[config.mk]
export PLATFORM = sky130hd
export DESIGN_NAME = or16_frame_accum
export DESIGN_NICKNAME = d
export VERILOG_FILES = /design/src/rtl/or16_frame_accum_pkg.sv /design/src/rtl/or16_frame_accum_or16gate.sv /design/src/rtl/or16_frame_accum.sv
export SDC_FILE = /design/constraint.sdc
export NUM_CORES = 1
export LEC_CHECK = 0
export CORE_ASPECT_RATIO = 1.75
export CORE_MARGIN = 10
export CORE_UTILIZATION = 45
export DETAILED_ROUTE_END_ITERATION = 6
export HOLD_SLACK_MARGIN = 0.06
export PLACE_DENSITY = 0.9
export SYNTH_ARGS = -nofsm -noshare
export SYNTH_HDL_FRONTEND = slang
export SYNTH_SLANG_ARGS = --single-unit
[constraint.sdc]
create_clock -name clk -period 2.4 [get_ports clk]
set_input_delay 0.48 -clock clk [delete_from_list [all_inputs] [get_ports clk]]
set_output_delay 0.48 -clock clk [all_outputs]
set_load 0.1 [all_outputs]
[src/rtl/or16_frame_accum_pkg.sv]
// ---------------------------------------------------------------------------
// or16_frame_accum_pkg
//
// Shared definitions for the frame OR-accumulator:
//   - DATA_W  : datapath width, fixed by the or16gate reduction element.
//   - state_e : frame FSM state encoding. The unused code 2'd3 is treated as
//               IDLE by the FSM so a corrupted state register recovers on the
//               next clock edge.
// ---------------------------------------------------------------------------
package or16_frame_accum_pkg;

  localparam int DATA_W = 16;

  typedef enum logic [1:0] {
    IDLE = 2'd0,  // waiting for the first beat of a frame
    ACC  = 2'd1,  // frame in progress, OR-ing further beats into acc
    HOLD = 2'd2   // result presented downstream, waiting for handoff
  } state_e;

endpackage : or16_frame_accum_pkg

[src/rtl/or16_frame_accum_or16gate.sv]
// ---------------------------------------------------------------------------
// or16gate
//
// Combinational 16-bit bitwise OR. Used by or16_frame_accum as the reduction
// datapath (x = running accumulator, y = incoming word).
//
// Ports:
//   x   input  [15:0]  first operand
//   y   input  [15:0]  second operand
//   out output [15:0]  x | y
// ---------------------------------------------------------------------------
module or16gate (
  input  logic [15:0] x,
  input  logic [15:0] y,
  output logic [15:0] out
);

  assign out = x | y;

endmodule : or16gate

[src/rtl/or16_frame_accum.sv]
// ---------------------------------------------------------------------------
// or16_frame_accum
//
// Reduces a framed stream of 16-bit words to one word per frame by bitwise
// OR, and reports how many words the frame contained (saturating) plus a
// saturation flag. Input and output both use a valid/ready handshake.
//
// Parameters:
//   CNT_W      width of the per-frame beat counter; saturates at 2^CNT_W-1.
//
// Ports:
//   clk        input           rising-edge clock
//   rst_n      input           asynchronous active-low reset
//   in_valid   input           upstream word valid
//   in_ready   output          block can accept a word (low only in HOLD)
//   in_data    input  [15:0]   upstream word
//   in_last    input           final word of the frame
//   out_valid  output          frame result valid (high only in HOLD)
//   out_ready  input           downstream accepts the result
//   out_data   output [15:0]   OR of all words in the frame
//   out_count  output [CNT_W]  words accepted in the frame (saturating)
//   out_sat    output          beat count reached 2^CNT_W-1
//
// Timing: out_valid rises the cycle after the last beat is accepted; the
// next frame's first beat can be accepted the cycle after the handoff.
// in_ready is a pure decode of the state register, so there is no
// combinational path from out_ready to in_ready.
// ---------------------------------------------------------------------------
module or16_frame_accum
  import or16_frame_accum_pkg::*;
#(
  parameter int CNT_W = 8
) (
  input  logic              clk,
  input  logic              rst_n,
  input  logic              in_valid,
  output logic              in_ready,
  input  logic [DATA_W-1:0] in_data,
  input  logic              in_last,
  output logic              out_valid,
  input  logic              out_ready,
  output logic [DATA_W-1:0] out_data,
  output logic [CNT_W-1:0]  out_count,
  output logic              out_sat
);

  localparam logic [CNT_W-1:0] CNT_MAX = '1;
  localparam logic [CNT_W-1:0] CNT_ONE = CNT_W'(1);

  state_e              state_q, state_d;
  logic [DATA_W-1:0]   acc_q,   acc_d;
  logic [CNT_W-1:0]    count_q, count_d;
  logic                sat_q,   sat_d;

  logic [DATA_W-1:0]   or_next;
  logic                beat;

  // Reduction datapath: running accumulator OR incoming word.
  or16gate u_or16gate (
    .x   (acc_q),
    .y   (in_data),
    .out (or_next)
  );

  // Only HOLD stalls the input; decoded from the registered state alone.
  assign in_ready = (state_q != HOLD);
  assign beat     = in_valid && in_ready;

  // Next-state logic. Registers only move on an accepted beat or handoff,
  // so in_data is never sampled while in_valid is low.
  always_comb begin
    // NOTE: every variable gets its hold value first so no path leaves it
    // unassigned; that is what keeps this block from inferring latches.
    state_d = state_q;
    acc_d   = acc_q;
    count_d = count_q;
    sat_d   = sat_q;

    unique case (state_q)
      IDLE: begin
        if (beat) begin
          // First word loads directly; stale acc from the last frame is dropped.
          acc_d   = in_data;
          count_d = CNT_ONE;
          sat_d   = (CNT_W == 1);
          state_d = in_last ? HOLD : ACC;
        end
      end

      ACC: begin
        if (beat) begin
          acc_d = or_next;
          if (count_q != CNT_MAX) begin
            count_d = count_q + CNT_ONE;
          end
          // Set once this beat brings the count to all-ones; sticky after.
          sat_d   = sat_q || (count_q >= (CNT_MAX - CNT_ONE));
          state_d = in_last ? HOLD : ACC;
        end
      end

      HOLD: begin
        if (out_ready) begin
          state_d = IDLE;
        end
      end

      default: begin
        // Unused encoding 2'd3: recover to IDLE, data registers untouched.
        state_d = IDLE;
      end
    endcase
  end

  always_ff @(posedge clk or negedge rst_n) begin
    if (!rst_n) begin
      state_q <= IDLE;
      acc_q   <= '0;
      count_q <= '0;
      sat_q   <= 1'b0;
    end else begin
      // NOTE: non-blocking assignments so every register samples the values
      // from before this edge, independent of statement order.
      state_q <= state_d;
      acc_q   <= acc_d;
      count_q <= count_d;
      sat_q   <= sat_d;
    end
  end

  // Outputs come straight from registers; they are only meaningful in HOLD.
  assign out_valid = (state_q == HOLD);
  assign out_data  = acc_q;
  assign out_count = count_q;
  assign out_sat   = sat_q;

endmodule : or16_frame_accum

==> impl_metrics.yaml, run 1 <==
job:
  maxCapViolCount: 0
clock_tree:
  cts.clk_slew.worst_paths_ns: 0.09
  clk_latency_ns: 0.27
  clock_path_buffers: 2
  tritoncts: "done"
  cts_sinks: 27
  post_cts_resize_count: 0
  cts-root-buf: "clkbuf_8"
  cts_hold_buffers: 0
  htree_levels: 1
  cts_made_buffers: 3
  cts_setup_buffers: 0
placement:
  dpl.hpwl_um: 2430
  gp_congestion: 0.874
  io_buffers: 47
  pre_cts_ws_ns: 0.356
cells_and_area:
  layout-drive-gt1-share_pct: 25.0
  final_common_cell: "buf_4"
  antenna_cells: 0
  syn_to_final_growth_pct: 37.7
  final_nets: 172
  fillCellCount: 222
  layout_common_cells: "buf_4, dfrtp_1, clkdlybuf4s50_1"
global_routing:
  track_usage_pct: 12.7
  gr-total-overflow: 0
  grt_first_pass_wirelength_um: 5320
  grt_max_degree: 28
  first_global_vias: 1084
  antenna_found_initial: 0
floorplan:
  dieArea_um2: 5190
  pin_count: 48
  coreArea_um2: 2520
  start_util_pct: 47.2
  die_h_um: 88.1
  rows: 24
  fp.dieW_um: 58.9
setup_path:
  cpPeakStageDelay_ns: 0.43
  required_ns: 1.92
  critical_path_buf_inv_count: 2
  endpoint_kind: "output port"
  path_delay_family: "flip-flops"
  crit_type: "reg -> out"
  path_cells: "nand2b_2, clkinvlp_4, buf_4"
  cpMaxStageDelayCell: "dfrtp_1"
  cp.arrival_ns: 1.29
  cp-start-kind: "flip-flop"
  critPathMaxFanout: 5
timing:
  finalSetupViolations: 0
  tightest_slew_ns: 0.648
  finalHoldViolations: 0
  fmax_mhz: 566
  skew_ns: 0.00504
  fin_crit_ns: 1.77
  rsz0062_at_grt: "false"
  slew_viol_final: 0
  fin_crit_sh_pct: 73.7
  layout_setup_ws_ns: 0.632
  slew_headroom_pct: 56.8
  setup-tns-final_ns: 0
synth:
  yosysWarnings: 0
  synth.avg_cell_area_um2: 11.7
  synth.cell_area_um2: 1190
  ys_seq_elements: 27
  synth_cells: 102
  ys_seq_area_share_pct: 56.7
  syn-num-nets: 125
  yosys.cell_types.count: 25
worst_hold_path:
  min_path_type: "reg -> reg"
outcome:
  status: "finished, final reports clean"
detailed_routing:
  via_count: 1000
  drt_wl_total_um: 3200
  drcViolationCount: 0
  firstDrtPassIters: 4
  wl_per_cell_um: 18.4
  drtIter0Drc: 32
  ant_nets: 0
  routed_via_density: 5.75
power:
  ir_drop_mv: 0.822
  powerDensity_nw_per_um2: 1080
  total_power_uw: 1780
  leakagePower_uw: 0.000775
-- synth_stat cells (all sizes together) --
cell	n	area (um^2)
nor2	6	22.5
nand3	2	10.0
o2111ai	1	8.76
nand2	7	26.3
a22o	16	140
nor2b	1	6.26
buf	7	52.5
o21a	1	7.51
nand2b	4	25.0
o41ai	1	8.76
and4	1	8.76
a31oi	3	18.8
a211o	1	8.76
o31ai	3	32.5
a31o	1	17.5
inv	2	7.51
ha	2	25.0
dfrtp	27	676
o21ai	11	55.1
a211oi	2	15.0
and3	3	18.8
-- through the flow --
| step | cell area [um^2] | std cells | util, % | hold WS, ns |
|---|---|---|---|---|
| final | 1640 | 174 | 65.0 | 0.509 |
| after global routing | 1640 | 174 | 65.0 | 0.520 |
| after CTS | 1640 | 174 | 65.0 | 0.510 |
| after detailed placement | 1600 | 170 | 63.2 | 0.482 |
| after global placement | 1600 | 170 | 63.2 | 0.482 |
| after floorplan | 1200 | 102 | - | 0.184 |
-- flip-flops by register name (all words and copies together), names as in the netlist --
register   flops
out_count      8
state_q        2
out_data      16
out_sat        1
-- metal layers --
| layer | up-vias | routed length, um | global-route usage (%) |
|---|---|---|---|
| met4 | 0 | 21 | 3.35 |
| met1 | 492 | 1200 | 13.1 |
| li1 | 468 | - | - |
| met2 | 38 | 1760 | 23.8 |
| met5 | - | 0 | 0 |
| met3 | 2 | 210 | 3.77 |
-- power breakdown --
group | switching, uW | total (uW) | internal, uW
combinational | 712 | 916 | 204
clock | 141 | 260 | 119
sequential | 67.2 | 600 | 533
-- logic make-up (layout without fill, tap and decap cells) --
kind of cell,count (synthesis),in the layout,share of synthesized area [%]
AO/OA/AOI/OAI,40,40,26.3
flip-flops,27,27,56.7
AND/OR/NAND/NOR,24,24,9.87
buffers and inverters,9,55,5.04
adder cells (fa/ha/maj),2,2,2.10
-- final timing paths --
path,startpoint,to,depth (start not counted),slack (ns)
setup reg to reg,out_count[0],out_count[3],5,0.82
min in group asynchronous,rst_n,out_count[5],2,0.57
hold / removal,out_data[6],out_data[6],1,0.51
max in group asynchronous,rst_n,out_data[7],2,1.57
hold reg to reg,out_data[6],out_data[6],1,0.51
setup / recovery,state_q[0],out_valid,3,0.63
-- area by class of cell --
type                    count  area, um^2  share of cell area [%]
clock buffers               4        45.0                    2.75
inverters                   2        11.3                   0.687
multi-input cells          66         458                    27.9
flip-flops and latches     27         676                    41.2
well taps                  26        32.5                    1.98
repair buffers             49         418                    25.5
Note: power is estimated with default switching activity, not from simulation.
==> inputs of run 2 (changes only) <==
CORE_UTILIZATION = 38   (was 45)
PLACE_DENSITY = 0.82   (was 0.9)
clock period = 1.6 ns   (was 2.4 ns; I/O delays follow)
==> run 2 against run 1 <==
Non-clock buffer count increased by 5. Wire length increased by 14%. Sequential share of layout area decreased by 7.9 points. Global-route usage increased by 0.062 points. Setup slack got worse by 0.57 ns. Flip-flop and latch count unchanged. Power increased by 76%. Critical path depth increased by 2. Combinational power increased by 88%. Die area increased by 13%. First-iteration DRC count increased by 9.4%. Clock power increased by 53%. Critical path type is now reg -> reg. Largest cell class is now non-clock buffers. Largest power group unchanged.
==> impl_metrics.yaml, run 2 (same netlist as run 1, synthesis figures left out) <==
detailed_routing:
  routed_via_density: 5.51
  wl_per_cell_um: 18.7
  ant_nets: 0
  drcViolationCount: 0
  drtIter0Drc: 35
  firstDrtPassIters: 4
  via_count: 1074
  drt_wl_total_um: 3650
floorplan:
  die_h_um: 94.1
  pin_count: 48
  coreArea_um2: 2960
  rows: 26
  start_util_pct: 40.2
  fp.dieW_um: 62.3
  dieArea_um2: 5860
outcome:
  status: "finished, final reports clean"
cells_and_area:
  antenna_cells: 0
  syn_to_final_growth_pct: 74.4
  layout_common_cells: "buf_12, clkdlybuf4s50_1, dfrtp_1"
  final_nets: 177
  largest_reg_flops: 16
  final_common_cell: "buf_12"
  fillCellCount: 191
  layout-drive-gt1-share_pct: 34.6
setup_path:
  cp-start-kind: "flip-flop"
  critPathMaxFanout: 9
  cpPeakStageDelay_ns: 0.54
  critical_path_buf_inv_count: 0
  path_cells: "ha_4, and3_4, a31o_4, o21ai_1, o21ai_1"
  cpMaxStageDelayCell: "dfrtp_4"
  crit_top_cell: "o21ai_1"
  path_delay_family: "flip-flops"
  cp.arrival_ns: 1.70
  required_ns: 1.77
  endpoint_kind: "flip-flop"
  crit_type: "reg -> reg"
power:
  switchingPower_uw: 1500
  pwr-share-seq_pct: 32.0
  switching_share_pct: 48.0
  power_frac_clock_pct: 12.7
  powerDensity_nw_per_um2: 1500
  ir_drop_mv: 1.12
  p_int_uw: 1620
  combPwrFrac_pct: 55.3
  leakagePower_uw: 0.000898
timing:
  fin_crit_sh_pct: 96.0
  hold_ws_ns: 0.401
  setup-tns-final_ns: 0
  skew_ns: 0.00347
  finalHoldViolations: 0
  finalSetupViolations: 0
  fmax_mhz: 651
  tightest_slew_ns: 0.340
  fin_crit_ns: 1.54
  layout_setup_ws_ns: 0.0637
  slew_headroom_pct: 77.3
  slew_viol_final: 0
  rsz0062_at_grt: "false"
clock_tree:
  htree_levels: 1
  clk_latency_ns: 0.28
  post_cts_resize_count: 0
  cts_made_buffers: 3
  cts_hold_buffers: 0
  cts_setup_buffers: 0
  cts-root-buf: "clkbuf_8"
  cts_sinks: 27
  cts.clk_slew.worst_paths_ns: 0.09
  clock_path_buffers: 2
  tritoncts: "done"
job:
  maxCapViolCount: 0
global_routing:
  antenna_found_initial: 0
  first_global_vias: 1246
  track_usage_pct: 12.8
  grt_max_degree: 28
  grt_first_pass_wirelength_um: 6080
  gr-total-overflow: 0
worst_hold_path:
  min_path_type: "in -> async"
placement:
  pre_cts_ws_ns: -0.0821
  io_buffers: 47
  gp_congestion: 0.745
  dpl.hpwl_um: 2880
## run 2: changes by cell type in the layout (fill, tap and decap cells not counted), sizes merged
cell | before | now
buf | 29 | 34
## run 2: area by class of cell
| cell class | count | area, um^2 | share of cell area (%) |
|---|---|---|---|
| inverter | 2 | 11.3 | 0.542 |
| sequential | 27 | 691 | 33.3 |
| tap | 42 | 52.6 | 2.53 |
| clock buffer | 4 | 45.0 | 2.17 |
| multi-input combinational | 66 | 484 | 23.3 |
| timing repair buffer | 54 | 793 | 38.2 |
## run 2: worst register-to-register path: stages, from the launching register on
cell and delay [ns]:
dfrtp_4 0.54, ha_4 0.19, and3_4 0.17, a31o_4 0.26
o21ai_1 0.17, o21ai_1 0.09
## run 2: power by group through the flow
stage	logic [uW]	clock network, uW	registers, uW
finish	1720	397	998
global route	1780	431	1020
CTS	1740	405	999
detailed placement	1730	0	1010
global placement	1710	0	995
floorplan	258	0	1740
## run 2: path summary, 6_finish.rpt
check | start | to | slack [ns] | cells past startpoint
max in group asynchronous | rst_n | out_count[1] | 0.92 | 2
min in group clk | out_count[7] | out_count[7] | 0.53 | 1
max reg2reg | out_count[1] | out_count[2] | 0.06 | 5
min reg2reg | out_count[7] | out_count[7] | 0.53 | 1
min | rst_n | out_data[7] | 0.40 | 2
max | out_count[1] | out_count[2] | 0.06 | 5
## run 2: per-stage QoR
step                instances  cell area [um^2]  util (%)  total power (uW)
CTS                       195              2080      70.2              3140
detailed placement        191              2030      68.6              2740
finish                    195              2080      70.2              3120
global placement          191              2030      68.6              2700
floorplan                 102              1240         -              2000
global route              195              2080      70.2              3230
## run 2: routing by layer
layer / global-route usage, % / wire [um] / vias to the layer above
li1: - / - / 478
met5: 0 / 0 / -
met3: 6.57 / 402 / 9
met1: 12.2 / 1270 / 538
met4: 6.74 / 101 / 0
met2: 22.1 / 1870 / 49
